## src/rtl/heep_obi_sequencer.sv

```systemverilog
// rtl/heep_obi_sequencer.sv - command-driven OBI master that loads/reads X-HEEP memory for the CW305 host
// Optional write read-back verify is enabled by defining HEEP_SEQ_VERIFY_EN.
module heep_obi_sequencer #(
   parameter int pDATA_WIDTH     = 32,
   parameter int pTO_WIDTH       = 10,
   parameter int pTIMEOUT_CYCLES = 1000
) (
   input  logic                   crypto_clk,
   input  logic                   reset_i,
   input  logic                   cmd_valid_i,
   input  logic [1:0]             cmd_op_i,
   input  logic [pDATA_WIDTH-1:0] cmd_data_i,
   output logic                   cmd_ready_o,
   input  logic                   clear_err_i,
   output logic                   obi_req_o,
   output logic                   obi_we_o,
   output logic [3:0]             obi_be_o,
   output logic [pDATA_WIDTH-1:0] obi_addr_o,
   output logic [pDATA_WIDTH-1:0] obi_wdata_o,
   input  logic                   obi_gnt_i,
   input  logic                   obi_rvalid_i,
   input  logic [pDATA_WIDTH-1:0] obi_rdata_i,
   output logic [pDATA_WIDTH-1:0] rdata_o,
   output logic [pDATA_WIDTH-1:0] cur_addr_o,
   output logic                   busy_o,
   output logic                   done_o,
   output logic [3:0]             err_o
);

   localparam logic [1:0] OP_SET_ADDR = 2'd0;
   localparam logic [1:0] OP_WRITE    = 2'd1;
   localparam logic [1:0] OP_READ     = 2'd2;
   localparam logic [pTO_WIDTH-1:0] TO_LAST = pTO_WIDTH'(pTIMEOUT_CYCLES - 1);

`ifdef HEEP_SEQ_VERIFY_EN
   typedef enum logic [2:0] {IDLE, REQ, RESP, VREQ, VRESP} state_t;
`else
   typedef enum logic [1:0] {IDLE, REQ, RESP} state_t;
`endif

   state_t                 state, state_nxt;
   logic [pTO_WIDTH-1:0]   to_cnt, to_cnt_nxt;
   logic                   req_nxt, we_nxt, busy_nxt, done_nxt, ready_nxt;
   logic [3:0]             be_nxt, err_set, err_nxt;
   logic [pDATA_WIDTH-1:0] addr_nxt, wdata_nxt, rdata_nxt, cur_addr_nxt;
   logic                   to_hit;

   assign to_hit = (to_cnt == TO_LAST);

   always_ff @(posedge crypto_clk or posedge reset_i) begin
      if (reset_i) begin
         state       <= IDLE;
         to_cnt      <= '0;
         obi_req_o   <= 1'b0;
         obi_we_o    <= 1'b0;
         obi_be_o    <= 4'h0;
         obi_addr_o  <= '0;
         obi_wdata_o <= '0;
         rdata_o     <= '0;
         cur_addr_o  <= '0;
         busy_o      <= 1'b0;
         done_o      <= 1'b0;
         err_o       <= 4'h0;
         cmd_ready_o <= 1'b1;
      end else begin
         state       <= state_nxt;
         to_cnt      <= to_cnt_nxt;
         obi_req_o   <= req_nxt;
         obi_we_o    <= we_nxt;
         obi_be_o    <= be_nxt;
         obi_addr_o  <= addr_nxt;
         obi_wdata_o <= wdata_nxt;
         rdata_o     <= rdata_nxt;
         cur_addr_o  <= cur_addr_nxt;
         busy_o      <= busy_nxt;
         done_o      <= done_nxt;
         err_o       <= err_nxt;
         cmd_ready_o <= ready_nxt;
      end
   end

   always_comb begin
      state_nxt    = state;
      to_cnt_nxt   = to_cnt;
      req_nxt      = obi_req_o;
      we_nxt       = obi_we_o;
      addr_nxt     = obi_addr_o;
      wdata_nxt    = obi_wdata_o;
      rdata_nxt    = rdata_o;
      cur_addr_nxt = cur_addr_o;
      done_nxt     = 1'b0;
      err_set      = 4'h0;

      // Any strobe outside IDLE is a host protocol violation and is dropped.
      if (cmd_valid_i && state != IDLE) err_set[2] = 1'b1;

      case (state)
         IDLE: begin
            if (cmd_valid_i) begin
               case (cmd_op_i)
                  OP_SET_ADDR: begin
                     if (cmd_data_i[1:0] == 2'b00) cur_addr_nxt = cmd_data_i;
                     else                          err_set[1]   = 1'b1;
                     done_nxt = 1'b1;
                  end
                  OP_WRITE, OP_READ: begin
                     state_nxt  = REQ;
                     req_nxt    = 1'b1;
                     we_nxt     = (cmd_op_i == OP_WRITE);
                     addr_nxt   = cur_addr_o;
                     wdata_nxt  = cmd_data_i;
                     to_cnt_nxt = '0;
                  end
                  default: begin
                     err_set[2] = 1'b1;
                     done_nxt   = 1'b1;
                  end
               endcase
            end
         end
         REQ: begin
            if (obi_gnt_i) begin
               state_nxt    = RESP;
               req_nxt      = 1'b0;
               cur_addr_nxt = cur_addr_o + pDATA_WIDTH'(4);
               to_cnt_nxt   = '0;
            end else if (to_hit) begin
               state_nxt  = IDLE;
               req_nxt    = 1'b0;
               err_set[0] = 1'b1;
               to_cnt_nxt = '0;
            end else begin
               to_cnt_nxt = to_cnt + 1'b1;
            end
         end
         RESP: begin
            if (obi_rvalid_i) begin
               to_cnt_nxt = '0;
               if (!obi_we_o) rdata_nxt = obi_rdata_i;
`ifdef HEEP_SEQ_VERIFY_EN
               if (obi_we_o) begin
                  // Read back the address just written; obi_addr_o still holds it.
                  state_nxt = VREQ;
                  req_nxt   = 1'b1;
                  we_nxt    = 1'b0;
               end else begin
                  state_nxt = IDLE;
                  done_nxt  = 1'b1;
               end
`else
               state_nxt = IDLE;
               done_nxt  = 1'b1;
`endif
            end else if (to_hit) begin
               state_nxt  = IDLE;
               err_set[0] = 1'b1;
               to_cnt_nxt = '0;
            end else begin
               to_cnt_nxt = to_cnt + 1'b1;
            end
         end
`ifdef HEEP_SEQ_VERIFY_EN
         VREQ: begin
            if (obi_gnt_i) begin
               state_nxt  = VRESP;
               req_nxt    = 1'b0;
               to_cnt_nxt = '0;
            end else if (to_hit) begin
               state_nxt  = IDLE;
               req_nxt    = 1'b0;
               err_set[0] = 1'b1;
               to_cnt_nxt = '0;
            end else begin
               to_cnt_nxt = to_cnt + 1'b1;
            end
         end
         VRESP: begin
            if (obi_rvalid_i) begin
               rdata_nxt  = obi_rdata_i;
               err_set[3] = (obi_rdata_i != obi_wdata_o);
               state_nxt  = IDLE;
               done_nxt   = 1'b1;
               to_cnt_nxt = '0;
            end else if (to_hit) begin
               state_nxt  = IDLE;
               err_set[0] = 1'b1;
               to_cnt_nxt = '0;
            end else begin
               to_cnt_nxt = to_cnt + 1'b1;
            end
         end
`endif
         default: begin
            state_nxt = IDLE;
            req_nxt   = 1'b0;
         end
      endcase

      // A new error in the same cycle as a clear survives the clear.
      err_nxt   = (clear_err_i ? 4'h0 : err_o) | err_set;
      be_nxt    = req_nxt ? 4'hF : 4'h0;
      busy_nxt  = (state_nxt != IDLE);
      ready_nxt = (state_nxt == IDLE);
   end

endmodule

```

## config.mk

```make
export PLATFORM = sky130hd
export DESIGN_NAME = heep_obi_sequencer
export DESIGN_NICKNAME = d
export VERILOG_FILES = /design/src/rtl/heep_obi_sequencer.sv
export SDC_FILE = /design/constraint.sdc
export NUM_CORES = 1
export LEC_CHECK = 0
export ABC_AREA = 1
export BUFFER_PORTS_ARGS = -buffer_cell sky130_fd_sc_hd__buf_2
export CAP_MARGIN = 40
export CORE_MARGIN = 5
export CORE_UTILIZATION = 47
export CTS_BUF_LIST = sky130_fd_sc_hd__clkbuf_16
export DETAILED_ROUTE_END_ITERATION = 10
export PLACE_DENSITY = 0.75
export SETUP_SLACK_MARGIN = 0.02
export SYNTH_ARGS = -nofsm -noshare
export SYNTH_HDL_FRONTEND = slang
export SYNTH_SLANG_ARGS = --single-unit
```

## constraint.sdc

```tcl
create_clock -name crypto_clk -period 4.75 [get_ports crypto_clk]
set_input_delay 0.475 -clock crypto_clk [delete_from_list [all_inputs] [get_ports crypto_clk]]
set_output_delay 0.475 -clock crypto_clk [all_outputs]
set_load 0.005 [all_outputs]
```

==> metrics.md <==
| Metric | Value |
|---|---|
| Status | finished, final reports clean |
| Worst hold path type | in2async |
| Height of the die | 132.8 um |
| Number of max-cap violations | 0 |
| Unrepaired setup endpoints after global routing | no |
| Buffer count from post-CTS setup fixing | 0 |
| Sequential cell area | 0.003705 sq mm |
| Data arrival at the endpoint of the critical path | 3.10 ns |
| GP Congestion | a little over 0.9 |
| Pin count of the biggest net entering global routing | 75 |
| Clock input transition at the sequential cells of the worst setup and hold paths | 0.06 ns |
| Global-route total usage across every layer | about 22% |
| Overall via count from detail_route | 6411 |
| Worst path max stage delay | approximately 0.64 ns |
| Nets in the synthesized netlist | 951 |
| Combinational fraction of design power | approximately 36% |
| Share of the core filled with cells | 60.12% |
| Sum of routed wire length over all layers | 19.51 mm |
| Drt drc | 0 |
| CTS buffer count | 17 |
| Cell-internal power | ~3.4 mW |
| Antenna violations before repair | 1 |
| CP top delay family | buffers and inverters |
| Headroom to the max-slew limit | a little under half |
| Setup violators final | 0 |
| Count of final hold-check violations | 0 |
| Main area contributors after synthesis | sky130_fd_sc_hd__dfrtp_1 52%, sky130_fd_sc_hd__nand2_1 15%, sky130_fd_sc_hd__o21ai_0 6.3%, sky130_fd_sc_hd__inv_1 5.3%, sky130_fd_sc_hd__mux2_2 4.1% |
| Slowest-stage cell, CP | sky130_fd_sc_hd__clkinv_2 |
| Top_reg_cell synth | sky130_fd_sc_hd__dfrtp_1 |
| P&R area growth vs syn | 24.18% |
| Port buffer count | 211 |
| Cell area after placement | 0.008235 sq mm |
| Core ar. | 0.01464 sq mm |
| Transition at the pin with the smallest max-transition slack | 0.8244 ns |
| Floorplan row count | between 40 and 50 |
| Final setup skew | between 0.005 and 0.006 ns |
| Mean cell area of the mapped netlist | 8.149 sq um |
| Total congestion overflow | 0 |
| CTS resizes | 0 |
| Final design area excluding fillers | 0.008803 sq mm |
| Critical path depth in cells | 9 |
| Number of inserted filler cells in the final layout | 1357 |
| DIE WIDTH | roughly 130 um |
| Clk Latency, worst-skew pair | 0.42 ns |
| H-tree depth | 4 |
| Min cycle time layout | 2.811 ns |
| Antenna-violating nets left | 0 |
| Post-layout total power | 5.531 mW |
| Peak ir drop on the vdd network | 0.3194 mV |
| Count of clock tree sinks | 148 |
| Post-CTS Hold Buffers | 0 |
| Largest area contributor in the netlist | sky130_fd_sc_hd__dfrtp_1 |
| Buf/Inv on CP | 4 |
| Die ar. | 0.01764 sq mm |
| Number of global-route vias before repair | between 6000 and 7000 |
| Pwr per Cell Area | 628.3 mW/mm^2 |
| R2R depth | 9 |
| Count leader, synth | sky130_fd_sc_hd__nand2_1 |
| Share of synthesized area occupied by flip-flops and latches | a little over half |
| Share of async-settable or async-resettable flops after synthesis | 100.0% |
| Layout cell share with drive strength beyond 1 | 26.04% |
| Clock tree from TritonCTS | yes |
| Sequential share of power | 40.5% |
| Count of flip-flops with a built-in enable after synthesis | 0 |
| Starting Density | 48.41% |
| Final antenna diode count | 0 |
| Number of warnings printed during yosys synthesis | 0 |
| Maximum clock insertion buffer count | 2 |
| Proportion of netlist area held by the largest area contributor | 51.89% |
| Count of different cell masters after synthesis | 29 |
| Root buf cell | sky130_fd_sc_hd__clkbuf_16 |
| Period Utilization, post-route | approximately three fifths |
| Worst setup EP type | flop |
| Post-Synthesis Cells | 870 |
| Post-detailed-route wirelength per cell | 15.40 um |
| Half-perimeter wire length of the detailed placement result | 14.43 mm |
| Most common library cells after synthesis | 281 x sky130_fd_sc_hd__nand2_1, 147 x sky130_fd_sc_hd__dfrtp_1, 101 x sky130_fd_sc_hd__inv_1, 89 x sky130_fd_sc_hd__o21ai_0, 71 x sky130_fd_sc_hd__nor2_1 |
| Sw frac | 37.75% |
| #FFs+latches synth | 148 |
| Total negative slack for setup checks | 0 ns |
| Post-synth design cell area | 0.007089 sq mm |
| Net switching power | roughly 2.1 mW |
| Worst Path Max Fanout | 74 |
| Boundary Pins | 213 |
| Max-slew violations | 0 |
| Kind of critical path | reg2reg |
| Leakage Power | 4.649 nW |
| Endpoint required time on the critical path | between 5 and 6 ns |
| Initial detailed-routing violation count | 486 |
| Vias per std cell | 5.060 |
| Number of nets in the final layout | between 1000 and 1500 |
| Number of iterations in the first detailed-routing pass | 5 |
| Max frequency | 0.3557 GHz |
| Clock Power Share | 23.4% |
| Critical path cell sequence | inv_1, ha_1, nand2_1, nor2_1, buf_4, clkinv_2, buf_4, nand2_1, o21ai_0 |
| First-pass GRT wire length | between 30 and 40 mm |
| Category of the worst setup path launch point | flop |
| Multi-input gate area in the final layout | 0.002799 sq mm |
## cells in the final DEF (no fill, tap or decap), types with 2 or more instances in the layout
| master | instances |
|---|---|
| sky130_fd_sc_hd__ha_1 | 9 |
| sky130_fd_sc_hd__inv_1 | 100 |
| sky130_fd_sc_hd__nor2_1 | 71 |
| sky130_fd_sc_hd__clkbuf_16 | 17 |
| sky130_fd_sc_hd__clkinv_2 | 4 |
| sky130_fd_sc_hd__mux2_2 | 26 |
| sky130_fd_sc_hd__dfrtp_1 | 147 |
| sky130_fd_sc_hd__nand4_1 | 5 |
| sky130_fd_sc_hd__o22ai_1 | 2 |
| sky130_fd_sc_hd__xor2_1 | 4 |
| sky130_fd_sc_hd__clkinv_1 | 2 |
| sky130_fd_sc_hd__buf_4 | 7 |
| sky130_fd_sc_hd__o211ai_1 | 2 |
| sky130_fd_sc_hd__clkinvlp_4 | 4 |
| sky130_fd_sc_hd__o21ai_0 | 89 |
| sky130_fd_sc_hd__a31oi_1 | 2 |
| sky130_fd_sc_hd__bufinv_16 | 2 |
| sky130_fd_sc_hd__buf_2 | 211 |
| sky130_fd_sc_hd__nor2_4 | 3 |
| sky130_fd_sc_hd__clkinv_4 | 3 |
| sky130_fd_sc_hd__mux2_1 | 6 |
| sky130_fd_sc_hd__nand2_1 | 281 |
| sky130_fd_sc_hd__nor3_1 | 2 |
| sky130_fd_sc_hd__inv_2 | 2 |
| sky130_fd_sc_hd__o21ai_1 | 3 |
| sky130_fd_sc_hd__nand3_1 | 43 |
| sky130_fd_sc_hd__a21oi_1 | 29 |
## cells by family after synthesis
| family | Yosys count | synth area share, % |
|---|---|---|
| AOI/OAI and AO/OA | 129 | 9.354 |
| xor gates and xnor gates | 4 | 0.4941 |
| adders and majority gates | 9 | 1.588 |
| buffers and inverters | 140 | 8.260 |
| DFF | 148 | 52.26 |
| muxes | 32 | 5.083 |
| other | 1 | 0.05290 |
| and+or+nand+nor | 407 | 22.91 |
## worst paths after layout
path                                     start        endpoint  slack [ns]
worst max-delay path                  state[0]  obi_addr_o[15]        1.94
worst min-delay path                   reset_i      rdata_o[0]        0.13
worst max register to register        state[0]  obi_addr_o[15]        1.94
worst min register to register  obi_wdata_o[2]  obi_wdata_o[2]        0.47
max in group asynchronous              reset_i     cmd_ready_o        3.64
min in group crypto_clk         obi_rdata_i[6]      rdata_o[6]        0.26
## metrics by stage
step	hold WS, ns	std cells	setup WS, ns
after global routing	0.1745	1267	1.637
after detailed placement	0.4530	1235	1.905
after floorplan	0.4654	870	0.2970
after CTS	0.1491	1267	1.931
after global placement	0.4495	1235	2.009
final	0.1278	1267	1.939
## flip-flops by register name, indices dropped and copies added, names as in the netlist
name and count:
err_o 3, cur_addr_o 32, busy_o 1, cmd_ready_o 1, obi_be_o 1, obi_wdata_o 32
obi_we_o 1, rdata_o 32, obi_addr_o 32, to_cnt 10, state 2, done_o 1
## per-layer routing
metal  track usage, %  routed length (um)
met5                0                   7
met2            35.89                9444
met4            7.506                 307
met1            29.65                8633
met3            5.391                1121
## final cells by class
type | count | area share [%]
clock inverters | 15 | 1.620
flip-flops and latches | 148 | 42.08
well taps | 184 | 2.615
repair buffers | 218 | 12.59
clock buffers | 17 | 4.832
inverters | 103 | 4.463
multi-input cells | 582 | 31.79
## power groups by stage
stage	clock [mW]	combinational, mW	sequential [mW]
after floorplan	0	1.08	2.25
after global placement	0	1.96	2.24
after detailed placement	0	2.01	2.25
after CTS	1.31	2.03	2.24
after global routing	1.37	2.25	2.32
final	1.29	2.00	2.24
(Power assumes the default switching activity.)
